$ cat src/rtl/mdu_pkg.sv
// Shared types, encodings and fn3 decode helpers for the RV32M multi-cycle unit.
package mdu_pkg;

   typedef enum logic [1:0] {
      S_IDLE = 2'd0,
      S_CALC = 2'd1,
      S_DONE = 2'd2
   } state_e;

   localparam logic [6:0] OPCODE_RTYPE = 7'b0110011;

   localparam logic [2:0] MUL    = 3'b000;
   localparam logic [2:0] MULH   = 3'b001;
   localparam logic [2:0] MULHSU = 3'b010;
   localparam logic [2:0] MULHU  = 3'b011;
   localparam logic [2:0] DIV    = 3'b100;
   localparam logic [2:0] DIVU   = 3'b101;
   localparam logic [2:0] REM    = 3'b110;
   localparam logic [2:0] REMU   = 3'b111;

   function automatic logic is_div(input logic [2:0] f);
      return f[2];
   endfunction

   // MUL is treated as signed; its low half is identical either way.
   function automatic logic is_signed_a(input logic [2:0] f);
      return !((f == MULHU) || (f == DIVU) || (f == REMU));
   endfunction

   function automatic logic is_signed_b(input logic [2:0] f);
      return (f == MUL) || (f == MULH) || (f == DIV) || (f == REM);
   endfunction

endpackage

$ cat src/rtl/mdu_sequencer_if.sv
// Decoder/register-file side bundle between the core and the M-extension sequencer.
interface mdu_sequencer_if #(
   parameter int N = 32
) ();
   logic [6:0]   opcode;
   logic [2:0]   fn3;
   logic         fn7_1;
   logic [N-1:0] rs1_data;
   logic [N-1:0] rs2_data;
   logic         stall;
   logic         busy;
   logic [N-1:0] result;
   logic         result_valid;

   modport master (
      output opcode, fn3, fn7_1, rs1_data, rs2_data,
      input  stall, busy, result, result_valid
   );

   modport slave (
      input  opcode, fn3, fn7_1, rs1_data, rs2_data,
      output stall, busy, result, result_valid
   );
endinterface

$ cat src/rtl/mdu_iter_core.sv
// One-bit-per-cycle datapath: shift-add multiply or restoring shift-subtract divide
// on magnitudes. hi:lo is the product; for divide lo is the quotient, hi the remainder.
module mdu_iter_core #(
   parameter int N = 32
) (
   input  logic         clk,
   input  logic         rst,
   input  logic         load,
   input  logic         step,
   input  logic         div_mode,
   input  logic [N-1:0] a_in,
   input  logic [N-1:0] b_in,
   output logic [N-1:0] hi_next,
   output logic [N-1:0] lo_next
);
   logic [N-1:0] hi;
   logic [N-1:0] lo;
   logic [N-1:0] opb;
   logic [N:0]   sum;
   logic [N:0]   shifted;
   logic [N-1:0] diff;
   logic         ge;

   always_comb begin
      sum     = {1'b0, hi} + (lo[0] ? {1'b0, opb} : {(N+1){1'b0}});
      shifted = {hi, lo[N-1]};
      diff    = shifted[N-1:0] - opb;
      ge      = shifted >= {1'b0, opb};
      if (div_mode) begin
         // Partial remainder stays below the divisor, so N bits always suffice.
         hi_next = ge ? diff : shifted[N-1:0];
         lo_next = {lo[N-2:0], ge};
      end else begin
         hi_next = sum[N:1];
         lo_next = {sum[0], lo[N-1:1]};
      end
   end

   always_ff @(posedge clk) begin
      if (rst) begin
         hi  <= '0;
         lo  <= '0;
         opb <= '0;
      end else if (load) begin
         hi  <= '0;
         lo  <= a_in;
         opb <= b_in;
      end else if (step) begin
         hi  <= hi_next;
         lo  <= lo_next;
      end
   end
endmodule

$ cat src/rtl/mdu_sequencer.sv
// RV32M multi-cycle sequencer: stalls the core, runs mdu_iter_core for N steps and
// applies sign fix-up. Define MDU_EARLY_OUT_EN to skip CALC for trivial operands.
module mdu_sequencer
   import mdu_pkg::*;
#(
   parameter int N     = 32,
   parameter int CNT_W = $clog2(N) + 1
) (
   input  logic           clk,
   input  logic           rst,
   mdu_sequencer_if.slave bus
);
   localparam logic [1:0] IDLE = S_IDLE;
   localparam logic [1:0] CALC = S_CALC;
   localparam logic [1:0] DONE = S_DONE;

   logic [1:0]       state;
   logic [CNT_W-1:0] count;
   logic [2:0]       op;
   logic             neg_p;
   logic             neg_r;
   logic [N-1:0]     result_q;
   logic             mop;
   logic             sa;
   logic             sb;
   logic [N-1:0]     mag_a;
   logic [N-1:0]     mag_b;
   logic             div_zero;
   logic             early;
   logic             load;
   logic             last;
   logic [N-1:0]     hi_next;
   logic [N-1:0]     lo_next;
   logic [N-1:0]     quick_res;

   function automatic logic [N-1:0] fix_result(input logic [2:0] f, input logic np,
                                               input logic nr, input logic [N-1:0] h,
                                               input logic [N-1:0] l);
      logic [2*N-1:0] prod;
      prod = np ? -{h, l} : {h, l};
      case (f)
         MUL:                 return prod[N-1:0];
         MULH, MULHSU, MULHU: return prod[2*N-1:N];
         DIV, DIVU:           return np ? -l : l;
         default:             return nr ? -h : h;
      endcase
   endfunction

   assign mop      = (bus.opcode == OPCODE_RTYPE) && bus.fn7_1;
   assign sa       = is_signed_a(bus.fn3) && bus.rs1_data[N-1];
   assign sb       = is_signed_b(bus.fn3) && bus.rs2_data[N-1];
   assign mag_a    = sa ? -bus.rs1_data : bus.rs1_data;
   assign mag_b    = sb ? -bus.rs2_data : bus.rs2_data;
   assign div_zero = is_div(bus.fn3) && (bus.rs2_data == '0);

`ifdef MDU_EARLY_OUT_EN
   assign early = is_div(bus.fn3) ? (mag_a < mag_b)
                                  : ((bus.rs1_data == '0) || (bus.rs2_data == '0));
`else
   assign early = 1'b0;
`endif

   // Results for ops that skip CALC: product 0, or quotient all-ones/0 with remainder rs1.
   always_comb begin
      quick_res = '0;
      if (is_div(bus.fn3)) begin
         if (bus.fn3[1]) quick_res = bus.rs1_data;
         else if (div_zero) quick_res = '1;
      end
   end

   assign load = (state == IDLE) && mop;
   assign last = (count == CNT_W'(N - 1));

   mdu_iter_core #(.N(N)) u_core (
      .clk      (clk),
      .rst      (rst),
      .load     (load),
      .step     (state == CALC),
      .div_mode (is_div(op)),
      .a_in     (mag_a),
      .b_in     (mag_b),
      .hi_next  (hi_next),
      .lo_next  (lo_next)
   );

   always_ff @(posedge clk) begin
      if (rst) begin
         state    <= IDLE;
         count    <= '0;
         op       <= '0;
         neg_p    <= 1'b0;
         neg_r    <= 1'b0;
         result_q <= '0;
      end else begin
         case (state)
            IDLE: if (mop) begin
               op    <= bus.fn3;
               neg_p <= sa ^ sb;
               neg_r <= sa;
               count <= '0;
               if (div_zero || early) begin
                  state    <= DONE;
                  result_q <= quick_res;
               end else begin
                  state <= CALC;
               end
            end
            CALC: if (last) begin
               state    <= DONE;
               result_q <= fix_result(op, neg_p, neg_r, hi_next, lo_next);
            end else begin
               count <= count + 1'b1;
            end
            DONE:    state <= IDLE;
            default: state <= IDLE;
         endcase
      end
   end

   assign bus.stall        = !rst && (((state == IDLE) && mop) || (state == CALC));
   assign bus.busy         = (state != IDLE);
   assign bus.result       = result_q;
   assign bus.result_valid = (state == DONE);
endmodule

$ cat src/flat_wrapper.sv
// flat-port wrapper written by rule: the top's interface ports become plain ports
module mdu_sequencer_flat import mdu_pkg::*;
#(
   parameter int N     = 32,
   parameter int CNT_W = $clog2(N) + 1
)
  (clk, rst, bus_opcode, bus_fn3, bus_fn7_1, bus_rs1_data, bus_rs2_data, bus_stall, bus_busy, bus_result, bus_result_valid);
  mdu_sequencer_if #(.N(N)) bus_i ();
  input  logic clk;
  input  logic rst;
  input wire logic [$bits(bus_i.opcode)-1:0] bus_opcode;
  input wire logic [$bits(bus_i.fn3)-1:0] bus_fn3;
  input wire logic [$bits(bus_i.fn7_1)-1:0] bus_fn7_1;
  input wire logic [$bits(bus_i.rs1_data)-1:0] bus_rs1_data;
  input wire logic [$bits(bus_i.rs2_data)-1:0] bus_rs2_data;
  output wire logic [$bits(bus_i.stall)-1:0] bus_stall;
  output wire logic [$bits(bus_i.busy)-1:0] bus_busy;
  output wire logic [$bits(bus_i.result)-1:0] bus_result;
  output wire logic [$bits(bus_i.result_valid)-1:0] bus_result_valid;
  assign bus_i.opcode = bus_opcode;
  assign bus_i.fn3 = bus_fn3;
  assign bus_i.fn7_1 = bus_fn7_1;
  assign bus_i.rs1_data = bus_rs1_data;
  assign bus_i.rs2_data = bus_rs2_data;
  assign bus_stall = bus_i.stall;
  assign bus_busy = bus_i.busy;
  assign bus_result = bus_i.result;
  assign bus_result_valid = bus_i.result_valid;
  mdu_sequencer #(.N(N), .CNT_W(CNT_W)) u_core (.clk(clk), .rst(rst), .bus(bus_i));
endmodule
$ cat config.mk
export PLATFORM = sky130hd
export DESIGN_NAME = mdu_sequencer_flat
export DESIGN_NICKNAME = d
export VERILOG_FILES = /design/src/rtl/mdu_pkg.sv /design/src/rtl/mdu_sequencer_if.sv /design/src/rtl/mdu_iter_core.sv /design/src/rtl/mdu_sequencer.sv /design/src/flat_wrapper.sv
export SDC_FILE = /design/constraint.sdc
export NUM_CORES = 1
export LEC_CHECK = 0
export ABC_AREA = 1
export CAP_MARGIN = 0
export CORE_MARGIN = 5
export CORE_UTILIZATION = 35
export DETAILED_ROUTE_END_ITERATION = 8
export GPL_ROUTABILITY_DRIVEN = 1
export SLEW_MARGIN = 20
export SYNTH_ARGS = -nofsm -noshare
export SYNTH_HDL_FRONTEND = slang
export SYNTH_SLANG_ARGS = --single-unit
$ cat constraint.sdc
create_clock -name clk -period 4.7 [get_ports clk]
set_clock_uncertainty 0.05 [all_clocks]
set_input_delay 0.94 -clock clk [delete_from_list [all_inputs] [get_ports clk]]
set_output_delay 0.94 -clock clk [all_outputs]
set_load 0.01 [all_outputs]
==> summary.md, run 1 <==
| Metric | Value |
|---|---|
| Clock slew at the register clock pins of the worst setup and hold paths | 0.07 ns |
| Status | finished, final reports clean |
| Vias in the first global route | 18556 |
| DRC Markers | 0 |
| Clk root buf | clkbuf_16 |
| Power, Total | 3.44 mW |
| Final Setup Violations | 0 |
| Slew HR | 49.5% |
| Synth Net Count | 3208 |
| Die width | 229 um |
| Area grow syn2layout | 15.7% |
| Dpl hpwl | 56.6 mm |
| Initial DRC count | 2386 |
| Final setup TNS | 0 ns |
| I/O Buffers | 111 |
| Yosys synthesis warning count | 0 |
| Post-place setup slack | 0.289 ns |
| Mapped Area | 16800 sq um |
| Largest fanout on the critical path | 9 |
| WL final | 70.7 mm |
| CTS buffer count | 17 |
| Cts hold-fix bufs | 0 |
| Die H | 229 um |
| Area of the multi-input gates | 11800 sq um |
| Total GRT Usage | 26.0% |
| Crit share post-route | 93.3% |
| Max-slew violations | 0 |
| Routed vias | 20367 |
| Power per cell area | 177 nW/um^2 |
| Peak Freq | 228 MHz |
| Core Util, Final | 40.9% |
| RSZ-0062 raised after global routing | yes |
| Mapped Cells | 3060 |
| Distinct cell type count after synthesis | 60 |
| Core area | 47600 sq um |
| Worst-Margin Slew | 0.757 ns |
| # H-tree levels | 4 |
| Layout cells sized above 1 | 7.93% |
| Die area | 52600 sq um |
| CTS tree | yes |
| Initial core utilization | 35.4% |
| FILL cells | 5342 |
| Critical path required time | 5.02 ns |
| Initial antenna violation count | 1 |
| Crit Path Category | reg2reg |
| Router iterations before antenna repair | 8 |
| Routed len/inst | 18.7 um |
| Final Critical Period | 4.39 ns |
| Hold Path Class | reg2reg |
| Syn_area_per_cell | 5.50 sq um |
| Crit end category | flop |
| CTS max path bufs | 2 |
| Worst VDD drop | 0.425 mV |
| WP data arrival | 4.71 ns |
| Crit path max-delay cell type | dfxtp_1 |
| I/O pins | 112 |
| Ant diodes | 0 |
| RePlAce Congestion | 1.04 |
| Crit path launch type | flop |
| CP dominant cell by count | nand2_1 |
| Clock Latency Late Sink | 0.49 ns |
| Sequential Area | 2830 sq um |
| P_leak | 9.93 nW |
| First-pass GRT wire length | 108 mm |
| Worst setup slack after layout | 0.315 ns |
| Remaining global-route overflow | 0 |
| Core Rows | 80 |
| Fin. Hold Viols | 0 |
| Yosys reg bits | 141 |
| Pin count of the biggest net entering global routing | 64 |
| Post-synthesis sequential area ratio | 16.8% |
| Vias/cell | 5.39 |
| Critical Path Max Stage Delay | 0.49 ns |
| Max Cap Violations | 0 |
| Layout Nets | 3299 |
| ANT nets after route | 0 |
| TritonCTS sink count | 141 |
==> kinds of logic after synthesis <==
family | count (synthesis) | share of synthesized area [%]
AND/OR/NAND/NOR | 1646 | 43.0
buffers and inverters | 585 | 13.6
AO/OA/AOI/OAI | 553 | 18.0
flip-flops | 141 | 16.8
adder cells (fa/ha/maj) | 71 | 5.36
XOR/XNOR | 64 | 3.33
==> cells in the mapped netlist (all sizes together) <==
library cell / n / area (sq um)
nand3b: 21 / 170
o32ai: 6 / 52.6
o31ai: 2 / 15.0
nand3: 259 / 1360
a211oi: 1 / 7.51
a21o: 3 / 22.5
fa: 2 / 40.0
o22ai: 17 / 106
a221oi: 1 / 8.76
nor2: 368 / 1550
xor2: 52 / 455
a21oi: 224 / 1150
nand2: 867 / 3350
or2: 15 / 93.8
xnor2: 12 / 105
o41ai: 1 / 8.76
a21boi: 3 / 37.5
o21a: 8 / 60.1
and2: 2 / 12.5
a31o: 1 / 8.76
nor3: 46 / 255
clkbuf: 63 / 236
dfxtp: 141 / 2820
o21ai: 246 / 1260
inv: 475 / 1780
a31oi: 9 / 56.3
ha: 69 / 863
o21bai: 8 / 60.1
and3: 3 / 18.8
nor3b: 2 / 15.0
o211ai: 16 / 120
nand4: 51 / 332
nor4: 12 / 81.3
buf: 47 / 269
o221ai: 6 / 52.6
a41oi: 1 / 8.76
==> timing repair <==
| item | in CTS | in global routing |
|---|---|---|
| buffers inserted | 0 | 2 |
| gates resized for setup | 0 | 13 |
| setup endpoints to repair | 0 | 11 |
==> metal layers <==
metal | global-route usage (%) | vias up | wire, um
li1 | - | 10039 | -
met2 | 39.7 | 945 | 30500
met1 | 36.9 | 9276 | 31300
met3 | 5.03 | 107 | 6920
met4 | 8.31 | 0 | 2020
met5 | 0 | - | 0
==> sequential cells by signal (all words and copies together) (netlist names) <==
| signal | cells |
|---|---|
| u_core.neg_p | 1 |
| u_core.neg_r | 1 |
| u_core.state | 2 |
| u_core.u_core.lo | 32 |
| u_core.u_core.opb | 32 |
| u_core.u_core.hi | 32 |
| u_core.op | 3 |
| u_core.bus.result | 32 |
| u_core.count | 6 |
==> cells in the final DEF (no fill, tap or decap), types with 9 or more instances in the layout <==
cell               n
nor2_1           325
xor2_1            52
o21ai_1           18
nor4_1            11
xnor2_1           12
dfxtp_1          137
nor2_2            29
clkbuf_16         18
nand3_2           11
nand2_1          836
nor3_1            41
inv_1            455
o21ai_0          220
nand2_2           28
buf_4             70
o211ai_1          16
a31oi_1            9
clkdlybuf4s50_1  111
a21oi_1          219
or2_2             10
o22ai_1           17
inv_2             19
nand3b_1          20
ha_1              65
nor2_4            13
nand3_1          247
nand4_1           49
==> final cells by class <==
cell class / count / share of cell area (%)
sequential: 141 / 14.5
clock buffer: 21 / 2.52
tap: 615 / 3.95
clock inverter: 11 / 0.905
multi-input combinational: 2334 / 60.5
timing repair buffer: 182 / 8.50
inverter: 475 / 9.14
==> worst max-delay path, delay by kind of cell (launching register included) <==
family | cells | cell delay (ns)
buffers and inverters | 3 | 0.31
AND/OR/NAND/NOR | 21 | 2.49
AO/OA/AOI/OAI | 3 | 0.34
adder cells (fa/ha/maj) | 2 | 0.55
flip-flops | 1 | 0.49
==> stage by stage <==
stage          instance area [sq um]  instances  hold WS (ns)
3_3_place_gp                   18800       3745         0.403
6_report                       19500       3779         0.417
4_1_cts                        19400       3777         0.417
5_1_grt                        19500       3779         0.431
2_1_floorplan                  16800       3060         0.394
3_5_place_dp                   18800       3745         0.407
==> final timing paths <==
| path | from | endpoint | slack, ns | depth (start not counted) |
|---|---|---|---|---|
| setup / recovery | u_core.u_core.hi[13] | u_core.bus.result[16] | 0.31 | 29 |
| hold / removal | u_core.u_core.lo[17] | u_core.u_core.lo[17] | 0.42 | 2 |
| setup reg to reg | u_core.u_core.hi[13] | u_core.bus.result[16] | 0.31 | 29 |
| hold reg to reg | u_core.u_core.lo[17] | u_core.u_core.lo[17] | 0.42 | 2 |
==> where the power goes <==
part           internal, mW  switching, mW
Combinational         0.223          0.428
Sequential             1.20        0.00407
Clock                 0.967          0.624
Note: power is estimated with default switching activity, not from simulation.
==> inputs of run 2 (changes only) <==
--- a/config.mk
+++ b/config.mk
@@ -7,7 +7,7 @@
 export LEC_CHECK = 0
 export ABC_AREA = 1
 export CAP_MARGIN = 0
-export CORE_MARGIN = 5
+export CORE_MARGIN = 10
 export CORE_UTILIZATION = 35
 export DETAILED_ROUTE_END_ITERATION = 8
 export GPL_ROUTABILITY_DRIVEN = 1
==> run 2 against run 1 <==
Compared with the run above: sequential cell count stayed put; design area shrank 0.15%; setup slack improved by 0.11 ns; via count fell by 0.36%; wire length rose by 2.3%; fmax rose by 2.5%; worst hold slack better by 0.0045 ns; clock power down 3%; utilization decreased by 0.060 points; cell count unchanged; count of clock-buffer cells in the layout shrank 3; critical endpoint is now u_core.bus.result[20]; largest power group unchanged.
==> summary.md, run 2 (synthesized netlist as in run 1, its figures left out) <==
| Metric | Value |
|---|---|
| Status | finished, final reports clean |
| Fin. Hold Viols | 0 (unchanged) |
| Die area | 57300 sq um (+8.9%) |
| Buf/Inv on CP | 2 (-1) |
| Vias in the first global route | 18720 (+0.88%) |
| Crit path max-delay cell type | ha_1 |
| Routed len/inst | 19.2 um (+2.3%) |
| Area of the multi-input gates | 11800 sq um (about the same) |
| Crit share post-route | 91.1% (-2.3 points) |
| RSZ-0062 raised after global routing | yes |
| Post-place setup slack | 0.342 ns (+0.0527 ns) |
| Ant diodes | 0 (unchanged) |
| Commonest non-fill, non-tap cell in the layout | nand2_1 |
| Slew HR | 42.3% (-7.2 points) |
| Die width | 239 um (+4.4%) |
| Remaining global-route overflow | 0 (unchanged) |
| Hold Path Class | reg2reg |
| Worst setup slack after layout | 0.421 ns (+0.106 ns) |
| CTS max path bufs | 2 (unchanged) |
| Final Critical Period | 4.28 ns (-0.106 ns) |
| Worst VDD drop | 0.261 mV (-39%) |
| Total GRT Usage | 25.1% (-0.95 points) |
| Critical Path Max Stage Delay | 0.35 ns (-0.14 ns) |
| Sequential Area | 2830 sq um (about the same) |
| Clk root buf | clkbuf_16 |
| Area grow syn2layout | 15.6% |
| # H-tree levels | 4 (unchanged) |
| Power per cell area | 174 nW/um^2 (-1.3%) |
| Final non-filler cell total | 3779 (unchanged) |
| Cell Area, Placed | 18800 sq um (+0.17%) |
| Max-slew violations | 0 (unchanged) |
| Top delay family on crit path | simple AND/OR/NAND/NOR gates |
| Clock Latency Late Sink | 0.49 ns (about the same) |
| Vias/cell | 5.37 (-0.36%) |
| CP dominant cell by count | nand2_1 |
| WL final | 72.4 mm (+2.3%) |
| P_leak | 9.93 nW (about the same) |
| CTS buffer count | 17 (unchanged) |
| Die H | 239 um (+4.4%) |
| Initial antenna violation count | 0 (-1) |
| Commonest cells after routing, fill and taps aside | nand2_1 (838), inv_1 (456), nor2_1 (325) |
| First-pass GRT wire length | 111 mm (+3.1%) |
| Router iterations before antenna repair | 8 (unchanged) |
| Crit Path Category | reg2reg |
| Power, Total | 3.39 mW (-1.4%) |
| Final Setup Violations | 0 (unchanged) |
| R2r startpoint | u_core.u_core.opb[6] |
| CTS tree | yes |
| Layout Nets | 3299 (unchanged) |
| DRC Markers | 0 (unchanged) |
| Fin area | 19500 sq um (-0.15%) |
| Crit path launch type | flop |
| Routed vias | 20293 (-0.36%) |
| Dpl hpwl | 57.8 mm (+2.1%) |
| ANT nets after route | 0 (unchanged) |
| Core Util, Final | 40.9% (-0.060 points) |
| Cts hold-fix bufs | 0 (unchanged) |
| Largest fanout on the critical path | 8 (-1) |
| Hold_sp | u_core.u_core.lo[30] |
| RePlAce Congestion | 0.994 (-4.3%) |
| WP data arrival | 4.66 ns (-0.05 ns) |
| Core Rows | 80 (unchanged) |
| Inst Count DP | 3746 (+0.027%) |
| Critical path required time | 5.08 ns (+0.06 ns) |
| Layout cells sized above 1 | 7.68% (-0.25 points) |
| Core area | 47600 sq um (unchanged) |
| Worst-Margin Slew | 0.864 ns (+0.107 ns) |
| Initial core utilization | 35.4% (unchanged) |
| Pin count of the biggest net entering global routing | 64 (unchanged) |
| Max Cap Violations | 0 (unchanged) |
| I/O pins | 112 (unchanged) |
| CP startpoint | u_core.u_core.opb[6] |
| I/O Buffers | 111 (unchanged) |
| Clock slew at the register clock pins of the worst setup and hold paths | 0.07 ns (about the same) |
| TritonCTS sink count | 141 (unchanged) |
| Initial DRC count | 2346 (-1.7%) |
| Crit end category | flop |
| WHS | 0.421 ns (+0.00453 ns) |
| Final setup TNS | 0 ns (unchanged) |
| Peak Freq | 234 MHz (+2.5%) |
| FILL cells | 5388 (+0.86%) |
run 2: changes by cell type in the layout (fill, tap and decap cells not counted), moves of 3 or more:
cell,change
ha_2,-4
inv_6,-3
clkinv_4,+4
clkbuf_8,-3
ha_1,+4
run 2: worst min-delay path, delay by kind of cell (launching register included):
kind / cells / cell delay (ns)
DFF: 1 / 0.31
AOI/OAI and AO/OA: 1 / 0.05
and+or+nand+nor: 1 / 0.06
run 2: repair_timing:
item	4_1_cts	5_1_grt
endpoints found under the setup margin	0	10
setup buffers	0	1
gates resized for setup	0	7
run 2: final cells by class:
type,count,share of cell area (%)
Inverter,475,9.16
Clock inverter,14,1.00
Timing Repair Buffer,182,8.64
Clock buffer,18,2.20
Sequential cell,141,14.5
Tap cell,615,3.95
Multi-Input combinational cell,2334,60.5
run 2: power breakdown:
part	internal, mW	total (mW)	leakage [nW]	switching (mW)
Combinational	0.221	0.648	8.49	0.428
Sequential	1.20	1.20	1.14	0.00410
Clock	0.888	1.54	0.304	0.657
Total	2.31	3.39	9.93	1.09
run 2: worst paths after layout:
kind / slack, ns / end / depth (start not counted)
worst min-delay path: 0.42 / u_core.u_core.lo[30] / 2
worst min register to register: 0.42 / u_core.u_core.lo[30] / 2
worst max register to register: 0.42 / u_core.bus.result[20] / 31
worst max-delay path: 0.42 / u_core.bus.result[20] / 31
run 2: layer usage:
metal  up-vias  share of wire (%)  global-route usage (%)
met4         0                2.9                    8.28
li1      10037                  -                       -
met2       893                 43                    38.6
met5         -                  0                       0
met1      9268                 46                    34.7
met3        95                8.0                    4.08
==> inputs of run 3 (changes only) <==
--- a/config.mk
+++ b/config.mk
@@ -11,6 +11,8 @@
 export CORE_UTILIZATION = 35
 export DETAILED_ROUTE_END_ITERATION = 8
 export GPL_ROUTABILITY_DRIVEN = 1
+export PLACE_DENSITY = 0.63
+export SKIP_CTS_REPAIR_TIMING = 1
 export SLEW_MARGIN = 20
 export SYNTH_ARGS = -nofsm -noshare
 export SYNTH_HDL_FRONTEND = slang
==> run 3 against run 2 <==
Compared with the run above: die area stayed put; non-clock buffer count is 12 lower; critical endpoint is now u_core.bus.result[12]; setup slack got worse by 0.0068 ns; count of clock-buffer cells in the layout shrank 1; via count increased by 0.50%; worst hold slack better by 0.00090 ns; combinational power is essentially flat; total power down 3.0%; global-route usage shrank 0.93 points; sequential share of layout area grew 0.14 points; sequential cell count unchanged.
==> summary.md, run 3 (synthesized netlist as in run 1, its figures left out) <==
| Metric | Value |
|---|---|
| CTS max path bufs | 2 (unchanged) |
| GR Util met3 | 4.11% (+0.034 points) |
| Worst VDD drop | 0.255 mV (-2.3%) |
| Hold Path Class | reg2reg |
| Vias in the first global route | 18290 (-2.3%) |
| Slew HR | 36.5% (-5.8 points) |
| Initial core utilization | 35.4% (unchanged) |
| Crit Path Category | reg2reg |
| Crit share post-route | 91.2% (+0.15 points) |
| R2R Path End | u_core.bus.result[12] |
| Clock Latency Late Sink | 0.48 ns (about the same) |
| # H-tree levels | 4 (unchanged) |
| Commonest cells after routing, fill and taps aside | nand2_1 (838), inv_1 (456), nor2_1 (325) |
| ANT nets after route | 0 (unchanged) |
| CTS buffer count | 17 (unchanged) |
| Power per cell area | 171 nW/um^2 (-2.1%) |
| Post-place setup slack | 0.352 ns (+0.0108 ns) |
| Gr busiest metal | met2 |
| DRC Markers | 0 (unchanged) |
| Core area | 47600 sq um (unchanged) |
| P_leak | 9.83 nW (-1.0%) |
| CP dominant cell by count | nand2_1 |
| Core Rows | 80 (unchanged) |
| Layout cells sized above 1 | 7.39% (-0.29 points) |
| Die H | 239 um (unchanged) |
| Clock slew at the register clock pins of the worst setup and hold paths | 0.07 ns (about the same) |
| Final Critical Period | 4.29 ns (+0.00684 ns) |
| RSZ-0062 raised after global routing | no |
| Cell Area, Placed | 18700 sq um (-0.49%) |
| WP data arrival | 4.60 ns (-0.06 ns) |
| FILL cells | 5292 (-1.8%) |
| Met2 Usage GRT | 36.8% (-1.8 points) |
| WL final | 70.5 mm (-2.6%) |
| Hold_sp | u_core.u_core.lo[17] |
| Remaining global-route overflow | 0 (unchanged) |
| Ant diodes | 0 (unchanged) |
| Max Cap Violations | 0 (unchanged) |
| Final Setup Violations | 0 (unchanged) |
| GR Layer Usage met1 | 33.6% (-1.1 points) |
| Peak Freq | 233 MHz (-0.16%) |
| Crit end category | flop |
| Hold endpoint | u_core.u_core.lo[17] |
| Max-slew violations | 0 (unchanged) |
| RePlAce Congestion | 1.04 (+4.9%) |
| Critical path required time | 5.01 ns (-0.07 ns) |
| Pin count of the biggest net entering global routing | 70 (+9.4%) |
| Crit path max-delay cell type | dfxtp_1 |
| Dpl hpwl | 56.4 mm (-2.4%) |
| Cell depth of the worst flop-to-flop path | 30 (-3.2%) |
| Total GRT Usage | 24.1% (-0.93 points) |
| Fin. Hold Viols | 0 (unchanged) |
| Commonest non-fill, non-tap cell in the layout | nand2_1 |
| Crit path launch type | flop |
| I/O Buffers | 111 (unchanged) |
| Worst-Margin Slew | 0.951 ns (+0.0870 ns) |
| Clk root buf | clkbuf_16 |
| Initial DRC count | 2373 (+1.2%) |
| Hold path depth | 2 (unchanged) |
| Router iterations before antenna repair | 6 (-2) |
| Die width | 239 um (unchanged) |
| Area grow syn2layout | 14.5% |
| Worst setup slack after layout | 0.414 ns (-0.00684 ns) |
| I/O pins | 112 (unchanged) |
| Routed len/inst | 18.7 um (-2.3%) |
| Status | finished, final reports clean |
| Final setup TNS | 0 ns (unchanged) |
| R2r startpoint | u_core.u_core.opb[8] |
| Layout Nets | 3287 (-0.36%) |
| Routed vias | 20394 (+0.50%) |
| Largest fanout on the critical path | 5 (-3) |
| Final non-filler cell total | 3767 (-0.32%) |
| Die area | 57300 sq um (unchanged) |
| Initial antenna violation count | 1 (+1) |
| CTS tree | yes |
| Inst Count DP | 3735 (-0.29%) |
| Flop2flop setup slack | 0.41 ns (about the same) |
| First-pass GRT wire length | 108 mm (-3.1%) |
| Vias/cell | 5.41 (+0.82%) |
| Critical Path Max Stage Delay | 0.35 ns (about the same) |
| TritonCTS sink count | 141 (unchanged) |
| Fin area | 19300 sq um (-0.90%) |
## run 3: metrics by stage
step | hold slack, ns | utilization [%] | power (mW)
floorplan | 0.394 | - | 1.61
global placement | 0.404 | 39.3 | 1.86
detailed placement | 0.409 | 39.3 | 1.86
CTS | 0.420 | 40.5 | 3.28
global route | 0.439 | 40.5 | 3.39
finish | 0.422 | 40.5 | 3.29
## run 3: worst max path at each step
stage	slack, ns	endpoint	from
after floorplan	1.10	u_core.bus.result[28]	u_core.u_core.opb[22]
after global placement	0.38	u_core.u_core.opb[29]	bus_rs2_data[2]
after detailed placement	0.35	u_core.bus.result[4]	bus_rs2_data[1]
after CTS	0.51	u_core.bus.result[12]	u_core.u_core.hi[7]
after global routing	0.007	u_core.bus.result[14]	u_core.u_core.opb[8]
final	0.41	u_core.bus.result[12]	u_core.u_core.opb[8]
## run 3: report_power, final
part / switching, mW / total [mW] / internal (mW) / leakage, nW
combinational: 0.431 / 0.650 / 0.219 / 8.42
sequential: 0.00411 / 1.20 / 1.20 / 1.14
clock: 0.696 / 1.44 / 0.746 / 0.275
total: 1.13 / 3.29 / 2.16 / 9.83
## run 3: final cells by class
class                   instances  area (sq um)  share of cell area, %
flip-flops and latches        141          2830                   14.7
multi-input cells            2334         11800                   60.9
well taps                     615           769                   3.99
repair buffers                170          1580                   8.18
clock inverters                15           151                  0.785
clock buffers                  17           425                   2.20
inverters                     475          1780                   9.24
## run 3: metal layers
| metal | vias up | part of all wire, % | routed length (um) |
|---|---|---|---|
| met2 | 959 | 43 | 30400 |
| met1 | 9310 | 45 | 31400 |
| met3 | 100 | 9.4 | 6610 |
| li1 | 10023 | - | - |
| met5 | - | 0.018 | 13 |
| met4 | 2 | 3.0 | 2090 |
## run 3: critical path, delay by kind of cell (launching register included)
family                   cells  cell delay (ns)
adder cells (fa/ha/maj)      2             0.53
flip-flops                   1             0.35
AO/OA/AOI/OAI                4             0.70
buffers and inverters        3             0.19
AND/OR/NAND/NOR             21             2.33
